===== src/rtl/metronome_pkg.sv =====
// Purpose: shared encodings and default tempo bounds for the metronome blocks.
// Latency: n/a (types, constants and one pure function only).
// Backpressure: n/a.
package metronome_pkg;

    // Which tempo button is acting this cycle; NONE when all are released.
    typedef enum logic [2:0] {
        SEL_NONE = 3'd0,
        SEL_P1   = 3'd1,
        SEL_P5   = 3'd2,
        SEL_M1   = 3'd3,
        SEL_M5   = 3'd4
    } btn_sel_t;

    // Step controller FSM: first step in IDLE, initial delay in HOLD,
    // periodic stepping in REPEAT.
    typedef enum logic [1:0] {
        ST_IDLE   = 2'd0,
        ST_HOLD   = 2'd1,
        ST_REPEAT = 2'd2
    } step_state_t;

    // Tempo bounds shared with the beat-period generator.
    localparam int DEF_BPM_MIN  = 30;
    localparam int DEF_BPM_MAX  = 300;
    localparam int DEF_BPM_INIT = 120;

    // Fixed priority: plus_1 > plus_5 > minus_1 > minus_5.
    function automatic btn_sel_t pick_button(input logic p1, input logic p5,
                                             input logic m1, input logic m5);
        if (p1)      return SEL_P1;
        else if (p5) return SEL_P5;
        else if (m1) return SEL_M1;
        else if (m5) return SEL_M5;
        else         return SEL_NONE;
    endfunction

endpackage


===== src/rtl/bpm_clamp_add.sv =====
// Purpose: signed add of a step delta to a BPM value, clamped to [BPM_MIN, BPM_MAX].
// Latency: purely combinational.
// Backpressure: none.
// Ports: bpm_i current tempo, delta_i signed step (BPM_W+2 bits),
//        bpm_o clamped result, changed_o high when bpm_o differs from bpm_i.
module bpm_clamp_add #(
    parameter int BPM_W   = 9,
    parameter int BPM_MIN = 30,
    parameter int BPM_MAX = 300
) (
    input  logic [BPM_W-1:0]        bpm_i,
    input  logic signed [BPM_W+1:0] delta_i,
    output logic [BPM_W-1:0]        bpm_o,
    output logic                    changed_o
);

    localparam int SW = BPM_W + 2;
    // Bounds as signed constants so the comparisons below stay signed.
    localparam logic signed [SW-1:0] MIN_S = SW'(BPM_MIN);
    localparam logic signed [SW-1:0] MAX_S = SW'(BPM_MAX);

    logic signed [SW-1:0] sum_s;

    always_comb begin
        // Two guard bits: one for the sign, one so BPM + step cannot overflow.
        sum_s = $signed({2'b00, bpm_i}) + delta_i;
        if (sum_s < MIN_S) begin
            bpm_o = BPM_W'(BPM_MIN);
        end else if (sum_s > MAX_S) begin
            bpm_o = BPM_W'(BPM_MAX);
        end else begin
            bpm_o = sum_s[BPM_W-1:0];
        end
        changed_o = (bpm_o != bpm_i);
    end

endmodule


===== src/rtl/bpm_step_controller.sv =====
// Purpose: tempo register driven by four level buttons with saturating steps and hold-to-repeat.
// Latency: one i_clk edge from the first sampled button level to the new o_bpm.
// Backpressure: none; buttons are sampled every cycle and o_bpm_changed is a bare pulse.
// Ports: i_clk, i_reset (async, active-high), i_btn_plus_1/plus_5/minus_1/minus_5 (levels),
//        o_bpm tempo, o_bpm_changed change strobe, o_at_min/o_at_max bound flags,
//        o_repeating high while in auto-repeat.
module bpm_step_controller
    import metronome_pkg::*;
#(
    parameter int BPM_W         = 9,
    parameter int BPM_MIN       = DEF_BPM_MIN,
    parameter int BPM_MAX       = DEF_BPM_MAX,
    parameter int BPM_INIT      = DEF_BPM_INIT,
    parameter int STEP_SMALL    = 1,
    parameter int STEP_LARGE    = 5,
    parameter int HOLD_CYCLES   = 25_000_000,
    parameter int REPEAT_CYCLES = 5_000_000
) (
    input  logic             i_clk,
    input  logic             i_reset,
    input  logic             i_btn_plus_1,
    input  logic             i_btn_plus_5,
    input  logic             i_btn_minus_1,
    input  logic             i_btn_minus_5,
    output logic [BPM_W-1:0] o_bpm,
    output logic             o_bpm_changed,
    output logic             o_at_min,
    output logic             o_at_max,
    output logic             o_repeating
);

    localparam int DW      = BPM_W + 2;
    localparam int TMR_MAX = (HOLD_CYCLES > REPEAT_CYCLES) ? HOLD_CYCLES : REPEAT_CYCLES;
    localparam int TMR_W   = $clog2(TMR_MAX + 1);

    localparam logic [TMR_W-1:0] HOLD_RELOAD   = TMR_W'(HOLD_CYCLES - 1);
    localparam logic [TMR_W-1:0] REPEAT_RELOAD = TMR_W'(REPEAT_CYCLES - 1);
    localparam logic [BPM_W-1:0] INIT_V        = BPM_W'(BPM_INIT);
    localparam logic [BPM_W-1:0] MIN_V         = BPM_W'(BPM_MIN);
    localparam logic [BPM_W-1:0] MAX_V         = BPM_W'(BPM_MAX);

    btn_sel_t            sel;
    logic signed [DW-1:0] delta;
    logic [BPM_W-1:0]    step_bpm;
    logic                step_changed;

    step_state_t         state_q, state_d;
    btn_sel_t            act_q, act_d;
    logic [TMR_W-1:0]    timer_q, timer_d;
    logic                step_en;
    logic [BPM_W-1:0]    bpm_q, bpm_d;
    logic                changed_q, at_min_q, at_max_q, repeating_q;

    always_comb begin
        sel = pick_button(i_btn_plus_1, i_btn_plus_5, i_btn_minus_1, i_btn_minus_5);
        case (sel)
            SEL_P1:  delta = DW'(STEP_SMALL);
            SEL_P5:  delta = DW'(STEP_LARGE);
            SEL_M1:  delta = -DW'(STEP_SMALL);
            SEL_M5:  delta = -DW'(STEP_LARGE);
            default: delta = '0;
        endcase
    end

    bpm_clamp_add #(
        .BPM_W   (BPM_W),
        .BPM_MIN (BPM_MIN),
        .BPM_MAX (BPM_MAX)
    ) u_clamp (
        .bpm_i     (bpm_q),
        .delta_i   (delta),
        .bpm_o     (step_bpm),
        .changed_o (step_changed)
    );

    // Next-state logic. A press of a different button while holding restarts
    // the whole sequence in the same edge, so the new button steps at once.
    always_comb begin
        state_d = state_q;
        act_d   = act_q;
        timer_d = timer_q;
        step_en = 1'b0;
        case (state_q)
            ST_IDLE: begin
                if (sel != SEL_NONE) begin
                    step_en = 1'b1;
                    act_d   = sel;
                    timer_d = HOLD_RELOAD;
                    state_d = ST_HOLD;
                end
            end
            ST_HOLD, ST_REPEAT: begin
                if (sel == SEL_NONE) begin
                    state_d = ST_IDLE;
                    act_d   = SEL_NONE;
                    timer_d = '0;
                end else if (sel != act_q) begin
                    step_en = 1'b1;
                    act_d   = sel;
                    timer_d = HOLD_RELOAD;
                    state_d = ST_HOLD;
                end else if (timer_q != '0) begin
                    timer_d = timer_q - TMR_W'(1);
                end else begin
                    // Timer is always reloaded here, so it never wraps.
                    step_en = 1'b1;
                    timer_d = REPEAT_RELOAD;
                    state_d = ST_REPEAT;
                end
            end
            default: begin
                state_d = ST_IDLE;
                act_d   = SEL_NONE;
                timer_d = '0;
            end
        endcase
        bpm_d = step_en ? step_bpm : bpm_q;
    end

    always_ff @(posedge i_clk or posedge i_reset) begin
        if (i_reset) begin
            state_q     <= ST_IDLE;
            act_q       <= SEL_NONE;
            timer_q     <= '0;
            bpm_q       <= INIT_V;
            changed_q   <= 1'b0;
            at_min_q    <= (INIT_V == MIN_V);
            at_max_q    <= (INIT_V == MAX_V);
            repeating_q <= 1'b0;
        end else begin
            state_q     <= state_d;
            act_q       <= act_d;
            timer_q     <= timer_d;
            bpm_q       <= bpm_d;
            // Stepping into a bound we already sit on is not a change.
            changed_q   <= step_en & step_changed;
            at_min_q    <= (bpm_d == MIN_V);
            at_max_q    <= (bpm_d == MAX_V);
            repeating_q <= (state_d == ST_REPEAT);
        end
    end

    assign o_bpm         = bpm_q;
    assign o_bpm_changed = changed_q;
    assign o_at_min      = at_min_q;
    assign o_at_max      = at_max_q;
    assign o_repeating   = repeating_q;

endmodule

===== config.mk =====
export PLATFORM = sky130hd
export DESIGN_NAME = bpm_step_controller
export DESIGN_NICKNAME = d
export VERILOG_FILES = /design/src/rtl/metronome_pkg.sv /design/src/rtl/bpm_clamp_add.sv /design/src/rtl/bpm_step_controller.sv
export SDC_FILE = /design/constraint.sdc
export NUM_CORES = 1
export LEC_CHECK = 0
export ABC_AREA = 1
export CAP_MARGIN = 20
export CORE_MARGIN = 2
export CORE_UTILIZATION = 60
export DETAILED_ROUTE_END_ITERATION = 8
export MAX_ROUTING_LAYER = met4
export PLACE_DENSITY = 0.91
export SKIP_LAST_GASP = 1
export SYNTH_ARGS = -nofsm -noshare
export SYNTH_HDL_FRONTEND = slang
export SYNTH_SLANG_ARGS = --single-unit

===== constraint.sdc =====
create_clock -name i_clk -period 3.5 [get_ports i_clk]
set_input_delay 0.875 -clock i_clk [delete_from_list [all_inputs] [get_ports i_clk]]
set_output_delay 0.875 -clock i_clk [all_outputs]
set_load 0.05 [all_outputs]

# Word-level counts from Yosys, hierarchy flattened
# Index checks and enable logic that the tools add are counted.
[totals]
ff_bits = 43
latchBits = 0
mem_bits_rw = 0
mem_bits_ro = 0
out_inout_bits = 13
wordCells = 59
mem_count = 0
[op_classes]
add_sub_neg = 2
n_mul = 0
div_mod_pow = 0
magnitude_cmp = 2
n_eq_ne = 13
n_shift = 0
muxes = 27
n_bitwise = 1
n_reduce_logical = 6
[ops]
columns = ["op", "n"]
rows = [
  ["$mux 25", 4],
  ["$pmux 25 s2", 1],
  ["$pmux 11 s4", 1],
  ["$mux 9", 3],
  ["$reduce_bool 25->1", 1],
  ["$sub 25x1->25 const B", 1],
  ["$mux 3", 7],
  ["$add 10x11->11", 1],
  ["$gt 11x10->1 const B", 1],
  ["$lt 11x6->1 const B", 1],
  ["$eq 9x5->1 const B", 1],
  ["$eq 9x9->1 const B", 1],
  ["$ne 9x9->1", 1],
  ["$mux 2", 4],
  ["$eq 3x2->1 const B", 2],
  ["$pmux 3 s2", 1],
  ["$eq 2x2->1 const B", 2],
  ["$mux 1", 4],
  ["$pmux 2 s2", 1],
  ["$eq 3x1->1 const B", 1],
  ["$eq 3x3->1 const B", 1],
  ["$logic_not 3->1", 1],
  ["$ne 3x3->1", 1],
  ["$ne 3x3->1 const B", 1],
  ["other kinds (8)", 8],
]

# Depth between registers and ports, before layout
# Gate-level depths: netlist (run 1).
[logic_depth]
word_depth = 12
depth_mapped = 26
ltp_nobuf = 26

# Modules after synthesis
# A second synthesis (run 1) with hierarchy kept.
[hier_totals]
hier_cells = 591
area_unflattened_um2 = 3857.4
[modules_own_cells]
columns = ["mod", "instances", "cells_per_inst", "area_per_inst_um2", "seq_area_each_um2"]
rows = [
  ["bpm_step_controller", 1, 358, 2718.9, 1081.0],
  ["bpm_clamp_add", 1, 233, 1138.6, 0.0],
]

# Worst setup path after synthesis (run 1)
# OpenSTA, ideal clock, no wires.
[synth_path]
path_kind = "input-to-reg"
start = "input port i_btn_minus_1"
end = "register changed_q (netlist: o_bpm_changed)"
setup_time_ns = 0.120
arrival_time_ns = 3.215
required_time_ns = 3.380
path_slack_ns = 0.165
path_stages = 24
n_path_buf = 1
path_cell_list = "nor2_1 nor2_1 nor3_1 inv_2 ha_1 inv_1 fa_1 inv_1 nand3_1 nand2_1 nand2_1 nand3_1 nor2_1 nor2_2 nand3_2 nor2_4 nor2_8 buf_6 nand3_1 nand2_1 nor2_1 nand3_1 nor2_1 nor2_1"
[synth_via]
elab_chain_cells = 11
elab_cells_between_ends = 22
classes_between = "1 x add/sub; 2 x order compare; 6 x eq/ne; 10 x mux; 1 x bitwise; 2 x reduce/logical"
[synth_lines]
columns = ["element", "line", "rtl"]
rows = [
  ["from (decl)", "bpm_step_controller.sv:23", "input logic i_btn_minus_1,"],
  ["$mux 3 (*)", "metronome_pkg.sv:33", "else if (m1) return SEL_M1;"],
  ["$mux 3 (*)", "metronome_pkg.sv:32", "else if (p5) return SEL_P5;"],
  ["$mux 3 (*)", "metronome_pkg.sv:31", "if (p1) return SEL_P1;"],
  ["$eq 3x3->1 (tied with other cells)", "bpm_step_controller.sv:56", "case (sel)"],
  ["$pmux 11 s4", "bpm_step_controller.sv:56", ""],
  ["$add 10x11->11", "bpm_clamp_add.sv:26", "sum_s = $signed({2'b00, bpm_i}) + delta_i;"],
  ["$gt 11x10->1", "bpm_clamp_add.sv:29", "end else if (sum_s > MAX_S) begin"],
  ["$mux 9", "bpm_clamp_add.sv:29", ""],
  ["$mux 9", "bpm_clamp_add.sv:27", "if (sum_s < MIN_S) begin"],
  ["$ne 9x9->1", "bpm_clamp_add.sv:34", "changed_o = (bpm_o != bpm_i);"],
  ["$and 1x1->1 (*)", "bpm_step_controller.sv:136", "changed_q <= step_en & step_changed;"],
  ["to (signal assigned)", "bpm_step_controller.sv:136", ""],
  ["to (decl)", "bpm_step_controller.sv:52", "logic changed_q, at_min_q, at_max_q, repeating_q;"],
]
# Every way passes the cells marked *; elsewhere a longest branch is shown, timed or not.
# A chain may end at the register's enable or synchronous reset.

# Worst setup path in the final report (run 1)
[layout_path]
start = "input port i_btn_plus_1"
end = "register changed_q (netlist: o_bpm_changed)"
[layout_via]
elab_chain_cells = 9
elab_cells_between_ends = 20
classes_between = "1 x add/sub; 2 x order compare; 6 x eq/ne; 8 x mux; 1 x bitwise; 2 x reduce/logical"
[layout_lines]
columns = ["element", "line", "rtl"]
rows = [
  ["from (decl)", "bpm_step_controller.sv:21", "input logic i_btn_plus_1,"],
  ["$mux 3 (*)", "metronome_pkg.sv:31", ""],
  ["$eq 3x3->1 (tied with other cells)", "bpm_step_controller.sv:56", ""],
  ["$pmux 11 s4", "bpm_step_controller.sv:56", ""],
  ["$add 10x11->11", "bpm_clamp_add.sv:26", ""],
  ["$gt 11x10->1", "bpm_clamp_add.sv:29", ""],
  ["$mux 9", "bpm_clamp_add.sv:29", ""],
  ["$mux 9", "bpm_clamp_add.sv:27", ""],
  ["$ne 9x9->1", "bpm_clamp_add.sv:34", ""],
  ["$and 1x1->1 (*)", "bpm_step_controller.sv:136", ""],
]
# Marked as above.

==> flow_summary.toml, run 1 <==
[power_and_ir_drop]
pwr-share-clk = 0.092
p_comb_frac = 0.710
ir_worst_vdd_v = 0.0006504
p_leak_uw = 0.002254
switching_share = 0.5315
switchingPower_uw = 2354
seq_power_share = 0.198
powerDensity_nw_per_um2 = 985.2
p_int_uw = 2075

[route]
met3_length_um = 994
top_layer_used = "met4"
drt_wl_total_mm = 11.94
drt_iter0_markers = 473
wirelength_met1_mm = 4.212
firstDrtPassIters = 7
ant_nets = 0
drc = 0
vias = 4091
routed-wl-met2_mm = 5.816
wl_per_cell_um = 18.31
viasPerCell = 6.275

[setup_path]
required_ps = 3710
crit_arrival_ps = 3840
r2r_slack_ps = 450
crit_path_max_incr_delay_ps = 290
path_buf_inv = 7
crit_family = "simple AND/OR/NAND/NOR gates"
endpoint_kind = "flip-flop"
crit_path_frequent_cell = "nor2_1"
crit_path_top_delay_cell = "ha_4"
crit_chain = "clkbuf_2 -> inv_1 -> nand3_2 -> o21ai_4 -> buf_12 -> buf_4 -> buf_4 -> ha_4 -> nor2_1 -> a21oi_1 -> nand3_1 -> nand3_2 -> nand3_2 -> nor2_4 -> nor2_8 -> buf_6 -> buf_4 -> nand4_1 -> nand2_1 -> nor2_1 -> nand2_1 -> nor2_1 -> nor2_1"
critPathMaxFanout = 7
cp-start-kind = "input pin"
critPathKind = "input pin to flip-flop"

[synth]
synthArstFlopShare = 1.000
synthDistinctLibCells = 53
yosysSeqAreaShare = 0.3087
syn_area_sq_um = 3502
ys_ff_latch = 43
synth_edf_count = 0
synth_area_per_cell_sq_um = 6.894
syn-num-nets = 528
synthFlopType = "dfrtp_1"
syn_inst = 508
yosys_warnings = 0

[timing]
skew_ps = 13.16
period_share = 1.037
finalWorstSetupSlack_ps = -130.3
final_max_slew_viol_count = 0
tightest_slew_ps = 562.5
min_period_ps = 3630
hold_viol_final = 0
setup_viol = 2
fmax_mhz = 275.5
max_slew_margin = 0.6250

[global_route]
grt_start_max_net_pins = 44
overflow = 0
grt_usage = 0.3192
grt_pass1_wl_mm = 15.69
antenna_found_initial = 0
grt_pass1_vias = 3565

[flow_run]
max-cap-violations = 0

[finish]
finalNonFillerCells = 652
fill_cells = 331
final_core_util = 0.8065
syn2layout_area_growth_pct = 28.37
antenna-diode-count = 0
final_nets = 599
layout-drive-gt1-share = 0.2724

[die]
initial_core_util = 0.6283
rows = 27
die_w_um = 80.40
core_sq_um = 5574
ioPinCount = 19
die_h_um = 80.40
fp.dieArea_sq_um = 6464

[placement]
dpl_worst_slack_ps = -493.2
hpwl_mm = 6.709
place_inst = 628
io_buffer_count = 18
place.gp.congestion = 0.9538

[clocking]
clock_path_buffers = 2
path_clk_slew_ps = 100
clock-sinks = 43
worstSkewPairLatency_ps = 310
numCtsBuffers = 5
cts_hold_buf = 0
cts-root-buf = "clkbuf_8"
cts_tree = "built"
htreeDepth = 2

[outcome]
violations = "setup timing"
status = "finished with violations"

[min_path]
min_path_type = "flip-flop to flip-flop"
[power by group through the flow]
stage,logic (uW),registers (uW),clock network [uW]
final,3140,878,408
after global routing,3350,884,434
after CTS,2620,852,403
after detailed placement,2470,851,0
after global placement,2380,840,0
after floorplan,1560,997,0
[layout make-up]
cell class,instances,area [sq um],area share
multi-input cells,370,2278,0.5068
flip-flops and latches,43,1081,0.2405
repair buffers,70,598.1,0.1330
inverters,89,335.3,0.07459
well taps,72,90.09,0.02004
clock buffers,5,68.82,0.01531
clock inverters,3,43.79,0.009741
[registers in the layout, summed over array words and instances (netlist names)]
signal	flops
timer_q	25
o_at_max	1
o_repeating	1
state_q	2
act_q	3
o_at_min	1
o_bpm_changed	1
o_bpm	9
[per-stage QoR]
stage / hold WS [ps] / TNS (ps) / instance area (sq um) / total power (uW)
floorplan: 465.8 / 0 / 3502 / 2553
CTS: 517.0 / 0 / 4270 / 3878
detailed placement: 496.9 / -4150 / 4000 / 3318
finish: 512.0 / -152.1 / 4496 / 4429
global placement: 480.8 / -2913 / 4000 / 3217
global route: 546.7 / -662.3 / 4496 / 4664
[Yosys cell counts, types with 2 or more instances]
library cell	number	share of area
a21oi_1	16	0.023
buf_6	3	0.0096
clkbuf_1	3	0.0032
dfrtp_1	39	0.28
dfstp_2	4	0.030
ha_1	13	0.046
inv_1	79	0.085
inv_2	8	0.0086
nand2_1	120	0.13
nand2_2	6	0.011
nand2_4	3	0.0096
nand3_1	43	0.061
nand3_2	6	0.017
nand3b_1	2	0.0043
nand4_1	11	0.020
nor2_1	58	0.062
nor2_2	3	0.0054
nor2_4	5	0.016
nor2_8	2	0.011
nor3_1	4	0.0057
nor3_2	4	0.011
nor4_1	4	0.0071
o211ai_1	2	0.0043
o21ai_0	18	0.026
o21ai_1	8	0.011
o21ai_2	4	0.010
o221ai_1	2	0.0050
o22ai_1	5	0.0089
o311ai_0	2	0.0050
xor2_1	8	0.020
[cells by family after synthesis]
logic type               count (synthesis)  share of synthesized area
AND/OR/NAND/NOR                        278                     0.3876
buffers and inverters                   96                     0.1100
AO/OA/AOI/OAI                           68                     0.1190
flip-flops                              43                     0.3087
adder cells (fa/ha/maj)                 14                    0.05216
XOR/XNOR                                 9                    0.02251
[timing repair]
| item | CTS | global route |
|---|---|---|
| setup buffers | 8 | 7 |
| setup endpoints to repair | 8 | 11 |
| endpoints found under the hold margin | 0 | 0 |
| pin swaps | 12 | 35 |
| resized for setup | 23 | 46 |
| gates cloned | 0 | 1 |
[worst min-delay path: cells and delay by family (launching register included)]
family	cells	cell delay, ps
AO/OA/AOI/OAI	1	60
flip-flops	1	370
AND/OR/NAND/NOR	1	60
[path summary, 6_finish.rpt]
| kind | endpoint | cells after the start | from |
|---|---|---|---|
| min in group asynchronous | o_at_min | 3 | i_reset |
| min | act_q[2] | 2 | act_q[2] |
| min reg2reg | act_q[2] | 2 | act_q[2] |
| max | o_bpm_changed | 23 | i_btn_plus_1 |
| max reg2reg | o_bpm_changed | 19 | o_bpm[0] |
| max in group asynchronous | o_bpm[3] | 3 | i_reset |
[layout by cell type (no fill, tap or decap), types with 6 or more instances in the layout]
cell | Yosys | layout
nand3_2 | 6 | 15
nand2_2 | 6 | 18
o21ai_0 | 18 | 18
nor2_4 | 5 | 6
nor2_2 | 3 | 8
a21oi_1 | 16 | 15
ha_1 | 13 | 7
nand4_1 | 11 | 11
nand2_4 | 3 | 6
nand2_1 | 120 | 105
nand3_1 | 43 | 33
dfrtp_1 | 39 | 39
inv_2 | 8 | 10
o21ai_1 | 8 | 7
buf_4 | 0 | 46
xor2_1 | 8 | 8
inv_1 | 79 | 76
clkdlybuf4s50_1 | 0 | 14
nor2_1 | 58 | 52
[per-layer routing]
layer,track usage,up-vias
met5,-,-
met1,0.3647,1860
met3,0.05281,120
met2,0.5383,326
li1,-,1785
met4,0.1678,0
(Power assumes the default switching activity.)
==> run 2: changes to the inputs <==
CORE_ASPECT_RATIO = 1.1   (was not set)
==> run 2 against run 1 <==
  * The flow now finishes without violations
  * Non-clock buffer count down 7
  * Die area about the same
  * Cell area down 4.6%
  * Via count down 10%
  * Critical path depth down 1
  * Routed wire length down 21%
  * First-iteration DRC count down 52%
  * Highest routed layer unchanged
==> flow_summary.toml, run 2 (synthesis gave the netlist of run 1 again) <==
[global_route]
grt_usage = 0.3102
overflow = 0
antenna_found_initial = 0
grt_pass1_vias = 3557
grt_pass1_wl_mm = 15.81
grt_start_max_net_pins = 24

[die]
core_sq_um = 5697
die_h_um = 84.13
initial_core_util = 0.6148
rows = 29
ioPinCount = 19
die_w_um = 76.85
fp.dieArea_sq_um = 6465

[flow_run]
max-cap-violations = 0

[timing]
fmax_mhz = 298.9
setup_viol = 0
hold_slack_ps = 525.0
period_share = 0.9560
hold_viol_final = 0
tightest_slew_ps = 769.0
final_max_slew_viol_count = 0
finalWorstSetupSlack_ps = 154.0
setup_tns_ps = 0
max_slew_margin = 0.4842
skew_ps = 6.814
grt_setup_unrepaired = "false"
min_period_ps = 3346

[finish]
final_nets = 593
syn2layout_area_growth_pct = 22.44
layout-drive-gt1-share = 0.2334
layout_common_cells = "nand2_1 (112), inv_1 (76), nor2_1 (52), buf_4 (43), dfrtp_1 (39)"
antenna-diode-count = 0
largest_reg_flops = 25
finalNonFillerCells = 651
layout_commonest_cell = "nand2_1"
top_register = "timer_q"
fill_cells = 434

[setup_path]
critPathKind = "input pin to flip-flop"
required_ps = 3690
crit_family = "simple AND/OR/NAND/NOR gates"
endpoint_kind = "flip-flop"
crit_path_top_delay_cell = "fa_2"
crit_path_frequent_cell = "nor2_2"
crit_arrival_ps = 3530
path_buf_inv = 6
critPathMaxFanout = 8
crit_chain = "dlygate4sd2_1 -> buf_4 -> nor3_4 -> inv_2 -> ha_2 -> inv_1 -> fa_2 -> inv_2 -> buf_4 -> nand3_1 -> nor2_2 -> nor2_2 -> nand3_2 -> nor2_4 -> nor2_8 -> nand2_2 -> nand2_1 -> nand2_1 -> nor2_2 -> nand3_1 -> nor2_2 -> nor2_1"
cp-start-kind = "input pin"
crit_path_max_incr_delay_ps = 440

[route]
drc = 0
drt_wl_total_mm = 9.415
viasPerCell = 5.634
vias = 3668
wl_per_cell_um = 14.46
drt_iter0_markers = 228
firstDrtPassIters = 5
ant_nets = 0

[power_and_ir_drop]
p_leak_uw = 0.002159
total_power_uw = 3875
ir_worst_vdd_v = 0.0004746
powerDensity_nw_per_um2 = 903.7

[clocking]
worstSkewPairLatency_ps = 300
clock_path_buffers = 2
cts_tree = "built"
htreeDepth = 2
path_clk_slew_ps = 80
clock-sinks = 43
cts_hold_buf = 0
numCtsBuffers = 5
cts-root-buf = "clkbuf_8"

[placement]
hpwl_mm = 6.890
place.gp.congestion = 0.9581
place_inst = 636
io_buffer_count = 18
dpl_worst_slack_ps = -523.5

[min_path]
min_path_type = "flip-flop to flip-flop"

[outcome]
status = "completed"
-- run 2: tightest hold or removal path: cells and delay by family (launching register included) --
kind	cells	cell delay (ps)
AO/OA/AOI/OAI	1	60
flip-flops	1	370
AND/OR/NAND/NOR	1	60
-- run 2: through the flow --
step	utilization	instance area (sq um)
floorplan	-	3502
global placement	0.7072	4029
detailed placement	0.7072	4029
CTS	0.7389	4209
global route	0.7527	4288
finish	0.7527	4288
-- run 2: path summary, 6_finish.rpt --
check,from,to,slack [ps],cells after the start
max in group asynchronous,i_reset,state_q[1],1990,3
min in group asynchronous,i_reset,o_at_max,930,2
setup / recovery,i_btn_minus_5,o_bpm_changed,150,22
setup reg to reg,o_bpm[0],o_at_max,720,18
hold reg to reg,act_q[2],act_q[2],520,2
hold / removal,act_q[2],act_q[2],520,2
-- run 2: where the power goes --
part / total [uW] / internal (uW) / switching, uW
Sequential: 855 / 673 / 183
Clock: 314 / 140 / 175
Combinational: 2710 / 1040 / 1660
-- run 2: what timing repair did --
item                                    in CTS  in global routing
endpoints found under the hold margin        0                  0
setup buffers                                3                  2
resized for setup                           19                 24
endpoints found under the setup margin       8                  7
cloned                                       2                  0
pin swaps                                   11                 17
-- run 2: area by class of cell --
type	count	area [sq um]	area share
tap	77	96.34	0.02247
multi-input combinational	371	2181	0.5086
inverter	89	335.3	0.07820
clock buffer	6	72.57	0.01692
timing repair buffer	63	509.2	0.1188
sequential	43	1081	0.2521
clock inverter	2	12.51	0.002918
-- run 2: metal layers --
| metal | part of all wire | wire (um) | GRT usage | vias to the layer above |
|---|---|---|---|---|
| met5 | 0 | 0 | - | - |
| met4 | 0.032 | 300 | 0.1504 | 0 |
| met3 | 0.037 | 351 | 0.03355 | 31 |
| met2 | 0.53 | 4946 | 0.5518 | 108 |
| met1 | 0.41 | 3817 | 0.3445 | 1746 |
| li1 | - | - | - | 1783 |
